<file path="src/rtl/axi_arb_pkg.sv">
// axi_arb_pkg: shared types for the 2:1 AXI4-Lite arbiter.
// Holds the FSM state encoding and default timeout constants.
package axi_arb_pkg;

  typedef enum logic [2:0] {
    ST_IDLE,
    ST_WR_ADDR,
    ST_WR_RESP,
    ST_RD_ADDR,
    ST_RD_DATA
  } arb_state_e;

  localparam int unsigned ARB_TIMEOUT = 1024;
  localparam logic [31:0] ARB_TIMEOUT_DATA = 32'hDEAD_BEEF;

endpackage

</file>
<file path="src/rtl/rr_arbiter_2.sv">
// rr_arbiter_2: two-way round-robin pick.
// Ties go to the master not granted last; a lone requester always wins.
module rr_arbiter_2 (
  input  logic [1:0] req_i,
  input  logic       last_i,
  input  logic       en_i,
  output logic       gnt_id_o,
  output logic       gnt_vld_o
);

  // choose winner from request pattern and last-grant pointer
  always_comb begin
    gnt_id_o = 1'b0;
    unique case (1'b1)
      (req_i == 2'b11): gnt_id_o = ~last_i;
      (req_i == 2'b10): gnt_id_o = 1'b1;
      default:          gnt_id_o = 1'b0;
    endcase
    gnt_vld_o = en_i & (|req_i);
  end

endmodule

</file>
<file path="src/rtl/axi4_lite_arbiter_2to1.sv">
// axi4_lite_arbiter_2to1: two AXI4-Lite masters onto one slave port.
// One transaction in flight; stalled phases are force-completed.
module axi4_lite_arbiter_2to1
  import axi_arb_pkg::*;
#(
  parameter int unsigned ADDR_W  = 32,
  parameter int unsigned DATA_W  = 32,
  parameter int unsigned TIMEOUT = ARB_TIMEOUT,
  parameter logic [DATA_W-1:0] TIMEOUT_DATA = ARB_TIMEOUT_DATA
) (
  input  logic                clk,
  input  logic                resetn,
  input  logic                m0_awvalid,
  input  logic [ADDR_W-1:0]   m0_awaddr,
  input  logic [2:0]          m0_awprot,
  output logic                m0_awready,
  input  logic                m0_wvalid,
  input  logic [DATA_W-1:0]   m0_wdata,
  input  logic [DATA_W/8-1:0] m0_wstrb,
  output logic                m0_wready,
  output logic                m0_bvalid,
  input  logic                m0_bready,
  input  logic                m0_arvalid,
  input  logic [ADDR_W-1:0]   m0_araddr,
  input  logic [2:0]          m0_arprot,
  output logic                m0_arready,
  output logic                m0_rvalid,
  output logic [DATA_W-1:0]   m0_rdata,
  input  logic                m0_rready,
  input  logic                m1_awvalid,
  input  logic [ADDR_W-1:0]   m1_awaddr,
  input  logic [2:0]          m1_awprot,
  output logic                m1_awready,
  input  logic                m1_wvalid,
  input  logic [DATA_W-1:0]   m1_wdata,
  input  logic [DATA_W/8-1:0] m1_wstrb,
  output logic                m1_wready,
  output logic                m1_bvalid,
  input  logic                m1_bready,
  input  logic                m1_arvalid,
  input  logic [ADDR_W-1:0]   m1_araddr,
  input  logic [2:0]          m1_arprot,
  output logic                m1_arready,
  output logic                m1_rvalid,
  output logic [DATA_W-1:0]   m1_rdata,
  input  logic                m1_rready,
  output logic                s_awvalid,
  output logic [ADDR_W-1:0]   s_awaddr,
  output logic [2:0]          s_awprot,
  input  logic                s_awready,
  output logic                s_wvalid,
  output logic [DATA_W-1:0]   s_wdata,
  output logic [DATA_W/8-1:0] s_wstrb,
  input  logic                s_wready,
  input  logic                s_bvalid,
  output logic                s_bready,
  output logic                s_arvalid,
  output logic [ADDR_W-1:0]   s_araddr,
  output logic [2:0]          s_arprot,
  input  logic                s_arready,
  input  logic                s_rvalid,
  input  logic [DATA_W-1:0]   s_rdata,
  output logic                s_rready,
  output logic                grant_id,
  output logic                busy,
  output logic                timeout_err
);

  localparam logic [31:0] TO_LAST = TIMEOUT - 1;

  arb_state_e  state_q;
  logic        grant_q;
  logic        ptr_q;
  logic        aw_done_q;
  logic        w_done_q;
  logic [31:0] cnt_q;
  logic        force_q;
  logic        terr_q;

  logic        arb_gnt;
  logic        arb_vld;
  logic        new_wr;

  logic                g_awvalid;
  logic [ADDR_W-1:0]   g_awaddr;
  logic [2:0]          g_awprot;
  logic                g_wvalid;
  logic [DATA_W-1:0]   g_wdata;
  logic [DATA_W/8-1:0] g_wstrb;
  logic                g_bready;
  logic                g_arvalid;
  logic [ADDR_W-1:0]   g_araddr;
  logic [2:0]          g_arprot;
  logic                g_rready;

  logic              mo_awready;
  logic              mo_wready;
  logic              mo_bvalid;
  logic              mo_arready;
  logic              mo_rvalid;
  logic [DATA_W-1:0] mo_rdata;

  logic is_busy;
  logic is_wr;
  logic is_rd;
  logic aw_hs;
  logic w_hs;
  logic b_hs;
  logic ar_hs;
  logic r_hs;
  logic hs_any;
  logic aw_d;
  logic w_d;
  logic rsp_hs;
  logic to_hit;

  assign is_busy = (state_q != ST_IDLE);
  assign is_wr   = (state_q == ST_WR_ADDR) ||
                   (state_q == ST_WR_RESP);
  assign is_rd   = (state_q == ST_RD_ADDR) ||
                   (state_q == ST_RD_DATA);

  rr_arbiter_2 u_rr (
    .req_i     ({m1_awvalid | m1_arvalid,
                 m0_awvalid | m0_arvalid}),
    .last_i    (ptr_q),
    .en_i      (state_q == ST_IDLE),
    .gnt_id_o  (arb_gnt),
    .gnt_vld_o (arb_vld)
  );

  assign new_wr = arb_gnt ? m1_awvalid : m0_awvalid;

  // select the granted master's request-side signals
  always_comb begin
    if (grant_q) begin
      g_awvalid = m1_awvalid;
      g_awaddr  = m1_awaddr;
      g_awprot  = m1_awprot;
      g_wvalid  = m1_wvalid;
      g_wdata   = m1_wdata;
      g_wstrb   = m1_wstrb;
      g_bready  = m1_bready;
      g_arvalid = m1_arvalid;
      g_araddr  = m1_araddr;
      g_arprot  = m1_arprot;
      g_rready  = m1_rready;
    end else begin
      g_awvalid = m0_awvalid;
      g_awaddr  = m0_awaddr;
      g_awprot  = m0_awprot;
      g_wvalid  = m0_wvalid;
      g_wdata   = m0_wdata;
      g_wstrb   = m0_wstrb;
      g_bready  = m0_bready;
      g_arvalid = m0_arvalid;
      g_araddr  = m0_araddr;
      g_arprot  = m0_arprot;
      g_rready  = m0_rready;
    end
  end

  // route handshakes per state; forced completion answers the master
  always_comb begin
    s_awvalid  = 1'b0;
    s_wvalid   = 1'b0;
    s_bready   = 1'b0;
    s_arvalid  = 1'b0;
    s_rready   = 1'b0;
    mo_awready = 1'b0;
    mo_wready  = 1'b0;
    mo_bvalid  = 1'b0;
    mo_arready = 1'b0;
    mo_rvalid  = 1'b0;
    mo_rdata   = '0;
    if (force_q) begin
      mo_awready = terr_q & (state_q == ST_WR_ADDR) & ~aw_done_q;
      mo_wready  = terr_q & (state_q == ST_WR_ADDR) & ~w_done_q;
      mo_arready = terr_q & (state_q == ST_RD_ADDR);
      mo_bvalid  = is_wr;
      mo_rvalid  = is_rd;
      mo_rdata   = is_rd ? TIMEOUT_DATA : '0;
    end else begin
      unique case (state_q)
        ST_WR_ADDR: begin
          s_awvalid  = g_awvalid & ~aw_done_q;
          s_wvalid   = g_wvalid & ~w_done_q;
          mo_awready = s_awready & ~aw_done_q;
          mo_wready  = s_wready & ~w_done_q;
        end
        ST_WR_RESP: begin
          s_bready  = g_bready;
          mo_bvalid = s_bvalid;
        end
        ST_RD_ADDR: begin
          s_arvalid  = g_arvalid;
          mo_arready = s_arready;
        end
        ST_RD_DATA: begin
          s_rready  = g_rready;
          mo_rvalid = s_rvalid;
          mo_rdata  = s_rdata;
        end
        default: begin
        end
      endcase
    end
  end

  assign s_awaddr = is_busy ? g_awaddr : '0;
  assign s_awprot = is_busy ? g_awprot : '0;
  assign s_wdata  = is_busy ? g_wdata  : '0;
  assign s_wstrb  = is_busy ? g_wstrb  : '0;
  assign s_araddr = is_busy ? g_araddr : '0;
  assign s_arprot = is_busy ? g_arprot : '0;

  assign m0_awready = ~grant_q & mo_awready;
  assign m0_wready  = ~grant_q & mo_wready;
  assign m0_bvalid  = ~grant_q & mo_bvalid;
  assign m0_arready = ~grant_q & mo_arready;
  assign m0_rvalid  = ~grant_q & mo_rvalid;
  assign m0_rdata   = grant_q ? '0 : mo_rdata;
  assign m1_awready = grant_q & mo_awready;
  assign m1_wready  = grant_q & mo_wready;
  assign m1_bvalid  = grant_q & mo_bvalid;
  assign m1_arready = grant_q & mo_arready;
  assign m1_rvalid  = grant_q & mo_rvalid;
  assign m1_rdata   = grant_q ? mo_rdata : '0;

  assign aw_hs  = s_awvalid & s_awready;
  assign w_hs   = s_wvalid & s_wready;
  assign b_hs   = s_bvalid & s_bready;
  assign ar_hs  = s_arvalid & s_arready;
  assign r_hs   = s_rvalid & s_rready;
  assign hs_any = aw_hs | w_hs | b_hs | ar_hs | r_hs;
  assign aw_d   = aw_done_q | aw_hs;
  assign w_d    = w_done_q | w_hs;
  assign rsp_hs = (mo_bvalid & g_bready) |
                  (mo_rvalid & g_rready);
  assign to_hit = (TIMEOUT != 0) && !hs_any &&
                  (cnt_q == TO_LAST);

  // arbitration, transaction sequencing and stall timeout
  always_ff @(posedge clk or negedge resetn) begin
    if (!resetn) begin
      state_q   <= ST_IDLE;
      grant_q   <= 1'b0;
      ptr_q     <= 1'b1;
      aw_done_q <= 1'b0;
      w_done_q  <= 1'b0;
      cnt_q     <= '0;
      force_q   <= 1'b0;
      terr_q    <= 1'b0;
    end else begin
      terr_q <= 1'b0;
      if (state_q == ST_IDLE) begin
        cnt_q <= '0;
        if (arb_vld) begin
          grant_q <= arb_gnt;
          ptr_q   <= arb_gnt;
          state_q <= new_wr ? ST_WR_ADDR : ST_RD_ADDR;
        end
      end else if (force_q) begin
        if (rsp_hs) begin
          state_q   <= ST_IDLE;
          force_q   <= 1'b0;
          aw_done_q <= 1'b0;
          w_done_q  <= 1'b0;
          cnt_q     <= '0;
        end
      end else if (to_hit) begin
        force_q <= 1'b1;
        terr_q  <= 1'b1;
      end else begin
        cnt_q <= hs_any ? '0 : cnt_q + 32'd1;
        unique case (state_q)
          ST_WR_ADDR: begin
            if (aw_d && w_d) begin
              state_q   <= ST_WR_RESP;
              aw_done_q <= 1'b0;
              w_done_q  <= 1'b0;
            end else begin
              aw_done_q <= aw_d;
              w_done_q  <= w_d;
            end
          end
          ST_WR_RESP: if (b_hs)  state_q <= ST_IDLE;
          ST_RD_ADDR: if (ar_hs) state_q <= ST_RD_DATA;
          ST_RD_DATA: if (r_hs)  state_q <= ST_IDLE;
          default:               state_q <= ST_IDLE;
        endcase
      end
    end
  end

  assign grant_id    = grant_q;
  assign busy        = is_busy;
  assign timeout_err = terr_q;

endmodule

</file>
<file path="config.mk">
export PLATFORM = sky130hd
export DESIGN_NAME = axi4_lite_arbiter_2to1
export DESIGN_NICKNAME = d
export VERILOG_FILES = /design/src/rtl/axi_arb_pkg.sv /design/src/rtl/rr_arbiter_2.sv /design/src/rtl/axi4_lite_arbiter_2to1.sv
export SDC_FILE = /design/constraint.sdc
export NUM_CORES = 1
export LEC_CHECK = 0
export CAP_MARGIN = 20
export CELL_PAD_IN_SITES_DETAIL_PLACEMENT = 0
export CELL_PAD_IN_SITES_GLOBAL_PLACEMENT = 1
export CORE_AREA = 2 2 174 176
export CTS_BUF_LIST = sky130_fd_sc_hd__clkbuf_4 sky130_fd_sc_hd__clkbuf_8
export DETAILED_ROUTE_END_ITERATION = 10
export DIE_AREA = 0 0 176 178
export GPL_TIMING_DRIVEN = 0
export PLACE_DENSITY = 0.78
export REMOVE_ABC_BUFFERS = 1
export SYNTH_ARGS = -nofsm -noshare
export SYNTH_HDL_FRONTEND = slang
export SYNTH_SLANG_ARGS = --single-unit
</file>
<file path="constraint.sdc">
create_clock -name clk -period 2.3 [get_ports clk]
set_input_delay 0.46 -clock clk [delete_from_list [all_inputs] [get_ports clk]]
set_output_delay 0.46 -clock clk [all_outputs]
set_load 0.02 [all_outputs]
</file>
==> qor.csv, run 1 <==
metric,value,unit
CP startpoint kind,flip-flop,
Worst setup EP type,flip-flop,
Starting Density,16.8,%
Yosys top cell by area,mux2i_1,
Yosys reg bits,41,
area of the mapped netlist,4950,um^2
Worst Path Max Fanout,6,
DRT Pass-1 Iters,5,
Crit-path slowest cell,or4_4,
most frequent cells in the layout,"clkdlybuf4s50_1 (260), buf_4 (157), buf_6 (123)",
"Hold Vio Cnt, Final",0,
First DRT Iteration DRCs,520,
first-pass GRT wire length,50.2,mm
via count,8126,
Placed Area,9990,um^2
"Async S/R FF share, synth",100,%
Max stage delay on crit path,530,ps
total gr overflow,0,
share of cells above drive strength 1,48.0,%
dpl ws,-2280,ps
Final Setup Violations,190,
Critical Path RT,2500,ps
Synth top area share,22.6,%
worst hold path class,primary input to async pin,
core area,29400,um^2
Die H,178,um
Root Buffer,clkbuf_8,
post-route minimum period,2620,ps
wire length per cell,22.9,um
setup slack after layout,-316,ps
vias in the first global route,7891,
WS Path Type,flip-flop to flip-flop,
CTS tree,yes,
Final HPWL DP,25.4,mm
status,"finished, violations left",
Area Overhead vs Synth,171,%
drc violations,0,
Routed Antenna Nets,0,
TNS Setup,-32800,ps
width of the die,176,um
Final Cycle Share,114,%
"CTS clk-pin slew, worst paths",100,ps
GRT Util Overall,21.4,%
share of the yosys chip area belonging to registers,20.7,%
CP Cell Sequence,ha_4 > nand3_4 > or4_4 > or4_4 > buf_6 > o31ai_4 > buf_6 > nand4b_1 > mux2i_1,
FMAX,0.382,GHz
"commonest non-fill, non-tap cell in the layout",clkdlybuf4s50_1,
Area contributors post-synth,"mux2i_1 (23%), dfrtp_1 (20%), nor2_1 (12%)",
CTS H-tree lvls,2,
initial antenna violation count,1,
io pins,449,
CTS buffer count,5,
peak supply drop,0.690,mV
Power Dens Cells,1320,nW/um^2
DIE AREA,31300,um^2
CTS sink cnt,41,
fin area,13400,um^2
row count,63,
Worst slew margin,61.6,%
final WL,38.6,mm
average cell area after synthesis,7.12,um^2
violated checks,negative setup slack,
fin. max-slew vios,0,
Via-to-Cell Ratio,4.82,
RSZ-0062 raised after global routing,yes,
Design Power,17.7,mW
port bufs,448,
Max Cap Viol,0,
routability cong.,0.843,
Post-synth top flop,dfrtp_1,
Leak Pwr,5.64,nW
Cells after Synth,696,
YS warnings,0,
CP Data Arrival Time,2810,ps
clk_skew,18.7,ps
Clock Latency Late Sink,310,ps
Yosys cell types,64,
Max clock buf depth,2,
largest net degree at the start of global routing,36,
number of synthesized flops with an enable pin,0,
measured slew at the worst slew-check pin,576,ps
layout net count,1554,
## per-stage QoR
step	hold slack [ps]	instances	util, %
finish	143	1685	45.6
global route	186	1684	45.6
CTS	158	1629	40.5
detailed placement	486	1500	34.0
global placement	489	1482	33.0
floorplan	164	644	-
## cell type report
class	count	area, um^2
antenna	2	5.00
clock buffer	8	97.6
fill	2761	16000
inverter	10	46.3
multi-input combinational	595	5170
sequential	41	1040
tap	390	488
timing repair buffer	639	6560
## path summary, 6_finish.rpt
| check | startpoint | endpoint | slack [ps] | depth (start not counted) |
|---|---|---|---|---|
| max in group asynchronous | resetn | timeout_err$_DFF_PN0_ | 1640 | 2 |
| setup / recovery | cnt_q[1]$_DFFE_PN0P_ | cnt_q[27]$_DFFE_PN0P_ | -320 | 9 |
| hold reg to reg | ptr_q$_DFFE_PN1P_ | ptr_q$_DFFE_PN1P_ | 540 | 2 |
| min in group clk | ptr_q$_DFFE_PN1P_ | ptr_q$_DFFE_PN1P_ | 540 | 2 |
| hold / removal | resetn | cnt_q[7]$_DFFE_PN0P_ | 140 | 1 |
| setup reg to reg | cnt_q[1]$_DFFE_PN0P_ | cnt_q[27]$_DFFE_PN0P_ | -320 | 9 |
## cell usage after synthesis, types with 4 or more instances
library cell	instances
and2_1	18
a31oi_1	6
mux2i_1	112
o21ai_0	30
or3_1	4
a21oi_1	47
a211oi_1	8
nand4b_1	5
or4_1	5
nand2_1	35
nand4_1	7
nor3_1	26
nor2_1	160
nand3_1	16
clkbuf_1	37
nor4_1	12
buf_1	10
nor2b_1	29
nor3b_1	6
and3_1	13
dfrtp_1	40
inv_1	9
## cells by family (layout without fill, tap and decap cells)
group | Yosys count | after routing | synth area share (%)
compound gates | 121 | 123 | 15.2
xor+xnor | 1 | 1 | 0.177
fa+ha+maj | 1 | 1 | 0.253
buf+inv | 62 | 657 | 5.00
flops | 41 | 41 | 20.7
mux | 115 | 115 | 23.3
other cells | 0 | 2 | 0
simple gates | 355 | 355 | 35.3
## state kept, by name, indices dropped and copies added (netlist names)
| name | cells |
|---|---|
| grant_id | 1 |
| cnt_q | 32 |
| force_q | 1 |
| timeout_err | 1 |
| aw_done_q | 1 |
| state_q | 3 |
| w_done_q | 1 |
| ptr_q | 1 |
## timing repair
item                                    4_1_cts  5_1_grt
buffers inserted                            109       65
endpoints found under the setup margin      228      213
pin swaps                                    63       92
gates cloned                                 13        6
hold buffers                                  0        0
gates resized for setup                    1063      405
hold endpoints to repair                      0        0
## worst max-delay path: cells and delay by family (launching register included)
family	cells	cell delay [ps]
buffers and inverters	2	350
AO/OA/AOI/OAI	1	280
AND/OR/NAND/NOR	4	1250
multiplexers	1	70
adder cells (fa/ha/maj)	1	160
flip-flops	1	400
## per-layer routing
layer  vias up  global-route usage, %  part of all wire (%)
met5         -                      0                     0
met4         0                   6.51                   4.3
met3        89                   8.03                    11
met2       485                   38.3                    50
met1      3863                   23.4                    34
li1       3689                      -                     -
## power by group
group          switching, mW  leakage [nW]  internal, mW
combinational           8.20          5.03          8.02
sequential             0.172         0.552         0.827
clock                  0.270        0.0524         0.269
Power figures use the tool's default switching activity.
==> run 2: changes to the inputs <==
--- a/config.mk
+++ b/config.mk
@@ -8,13 +8,15 @@
 export CAP_MARGIN = 20
 export CELL_PAD_IN_SITES_DETAIL_PLACEMENT = 0
 export CELL_PAD_IN_SITES_GLOBAL_PLACEMENT = 1
-export CORE_AREA = 2 2 174 176
+export CORE_AREA = 2 2 176 178
 export CTS_BUF_LIST = sky130_fd_sc_hd__clkbuf_4 sky130_fd_sc_hd__clkbuf_8
 export DETAILED_ROUTE_END_ITERATION = 10
-export DIE_AREA = 0 0 176 178
+export DIE_AREA = 0 0 178 180
+export DONT_BUFFER_PORTS = 1
 export GPL_TIMING_DRIVEN = 0
-export PLACE_DENSITY = 0.78
+export PLACE_DENSITY = 0.45
 export REMOVE_ABC_BUFFERS = 1
+export SLEW_MARGIN = 30
 export SYNTH_ARGS = -nofsm -noshare
 export SYNTH_HDL_FRONTEND = slang
 export SYNTH_SLANG_ARGS = --single-unit
==> qor.csv, run 2 (synthesis gave the netlist of run 1 again) <==
metric,value,unit
Max Cap Viol,0,
Area Overhead vs Synth,102,%
FMAX,0.386,GHz
DIE AREA,32000,um^2
initial antenna violation count,3,
peak supply drop,0.859,mV
Worst Path Max Fanout,8,
first-pass GRT wire length,47.3,mm
setup slack after layout,-293,ps
routability cong.,0.873,
Max stage delay on crit path,510,ps
FF/Latch Area,1040,um^2
CTS buffer count,5,
Root Buffer,clkbuf_8,
width of the die,178,um
via count,6258,
Placed Cells,1061,
CTS sink cnt,41,
Fill cells,3031,
Die H,180,um
measured slew at the worst slew-check pin,610,ps
CP Cell Sequence,buf_16 > mux2i_4 > nand2b_4 > o2111ai_4 > buf_12 > o31ai_4 > buf_6 > buf_8 > buf_6 > nand4b_1 > mux2i_1,
Worst setup EP type,flip-flop,
largest net degree at the start of global routing,42,
Placed Area,5520,um^2
vias in the first global route,6321,
drc violations,0,
Leak Pwr,3.66,nW
final WL,36.0,mm
fin area,10000,um^2
"CTS clk-pin slew, worst paths",100,ps
io pins,449,
Clock Latency Late Sink,310,ps
Multi-input gate area,6060,um^2
GRT Util Overall,20.7,%
Final Setup Violations,144,
First DRT Iteration DRCs,287,
dpl ws,-1770,ps
max reg flops,32,
Max clock buf depth,2,
DRT Pass-1 Iters,4,
CTS tree,yes,
core area,30200,um^2
"Hold Vio Cnt, Final",0,
count of non-filler cells in the finished layout,1218,
"commonest non-fill, non-tap cell in the layout",nor2_4,
fin. max-slew vios,0,
most flop-heavy register,cnt_q,
final core area utilization,33.2,%
worst hold path class,primary input to flip-flop,
Final HPWL DP,24.8,mm
CP startpoint kind,flip-flop,
row count,64,
clk_skew,7.13,ps
WS Path Type,flip-flop to flip-flop,
CP Data Arrival Time,2800,ps
status,"finished, violations left",
most frequent cells in the layout,"nor2_4 (114), buf_4 (71), mux2i_1 (42)",
CTS H-tree lvls,2,
layout net count,1082,
total gr overflow,0,
CP most frequent cell,buf_6,
port bufs,0,
Worst slew margin,59.2,%
top flop regs,"cnt_q x32, state_q x3",
share of cells above drive strength 1,63.9,%
Starting Density,16.4,%
Crit-path slowest cell,dfrtp_4,
post-route minimum period,2590,ps
Via-to-Cell Ratio,5.14,
Final Cycle Share,113,%
RSZ-0062 raised after global routing,yes,
violated checks,negative setup slack,
Power Dens Cells,1630,nW/um^2
wire length per cell,29.5,um
Routed Antenna Nets,0,
Critical Path RT,2500,ps
Design Power,16.4,mW
run 2: cell types whose count changed in the layout (fill, tap and decap cells not counted), moves of 7 or more:
cell / before / now
mux2i_2: 25 / 40
mux2i_1: 71 / 42
nor2b_1: 27 / 4
buf_4: 157 / 71
mux2i_4: 16 / 30
buf_6: 123 / 33
buf_2: 32 / 0
nor2b_4: 0 / 25
a21oi_1: 11 / 18
clkdlybuf4s50_1: 260 / 0
nor2_1: 91 / 23
nor2_4: 43 / 114
a21oi_2: 18 / 5
run 2: final timing paths:
kind	start	endpoint	slack, ps	depth (start not counted)
max in group asynchronous	resetn	ptr_q$_DFFE_PN1P_	1380	2
min in group asynchronous	resetn	cnt_q[23]$_DFFE_PN0P_	650	2
worst min register to register	ptr_q$_DFFE_PN1P_	ptr_q$_DFFE_PN1P_	540	2
worst max register to register	grant_id$_DFFE_PN0P_	cnt_q[27]$_DFFE_PN0P_	-290	11
worst min-delay path	m1_arvalid	state_q[0]$_DFFE_PN0P_	340	2
worst max-delay path	grant_id$_DFFE_PN0P_	cnt_q[27]$_DFFE_PN0P_	-290	11
run 2: per-layer routing:
| metal | part of all wire (%) | wire length (um) | track usage, % | vias to the layer above |
|---|---|---|---|---|
| met3 | 11 | 4040 | 8.06 | 58 |
| met2 | 49 | 17700 | 35.2 | 349 |
| met5 | 0.047 | 17 | 0 | - |
| met4 | 4.5 | 1620 | 9.02 | 2 |
| met1 | 35 | 12600 | 22.7 | 3099 |
| li1 | - | - | - | 2750 |
run 2: area by class of cell:
| type | instances | share of cell area, % |
|---|---|---|
| diodes | 1 | 0.0250 |
| clock buffers | 5 | 0.688 |
| clock inverters | 3 | 0.462 |
| inverters | 10 | 0.425 |
| multi-input cells | 593 | 60.5 |
| flip-flops and latches | 41 | 10.3 |
| well taps | 396 | 4.95 |
| repair buffers | 167 | 22.5 |
| repair inverters | 2 | 0.100 |
run 2: power breakdown:
part / total [mW] / internal [mW] / switching, mW
sequential: 0.991 / 0.823 / 0.168
combinational: 14.7 / 6.41 / 8.32
clock: 0.639 / 0.326 / 0.314
total: 16.4 / 7.56 / 8.80
run 2: stage by stage:
step	setup TNS [ps]	hold WS, ps
2_1_floorplan	-1232830	164
3_5_place_dp	-119470	167
6_report	-15790	343
4_1_cts	-21030	338
3_3_place_gp	-2232250	166
5_1_grt	-28850	360
run 2: timing repair:
item	in CTS	in global routing
hold buffers	2	0
cloned	22	2
endpoints found under the hold margin	41	0
setup buffers	101	36
setup endpoints to repair	225	218
gates resized for setup	545	163
pin swaps	90	87
run 2: critical path, delay by kind of cell (launching register included):
family,cells,cell delay (ps)
AND/OR/NAND/NOR,2,320
buffers and inverters,5,780
multiplexers,2,470
flip-flops,1,510
AO/OA/AOI/OAI,2,380
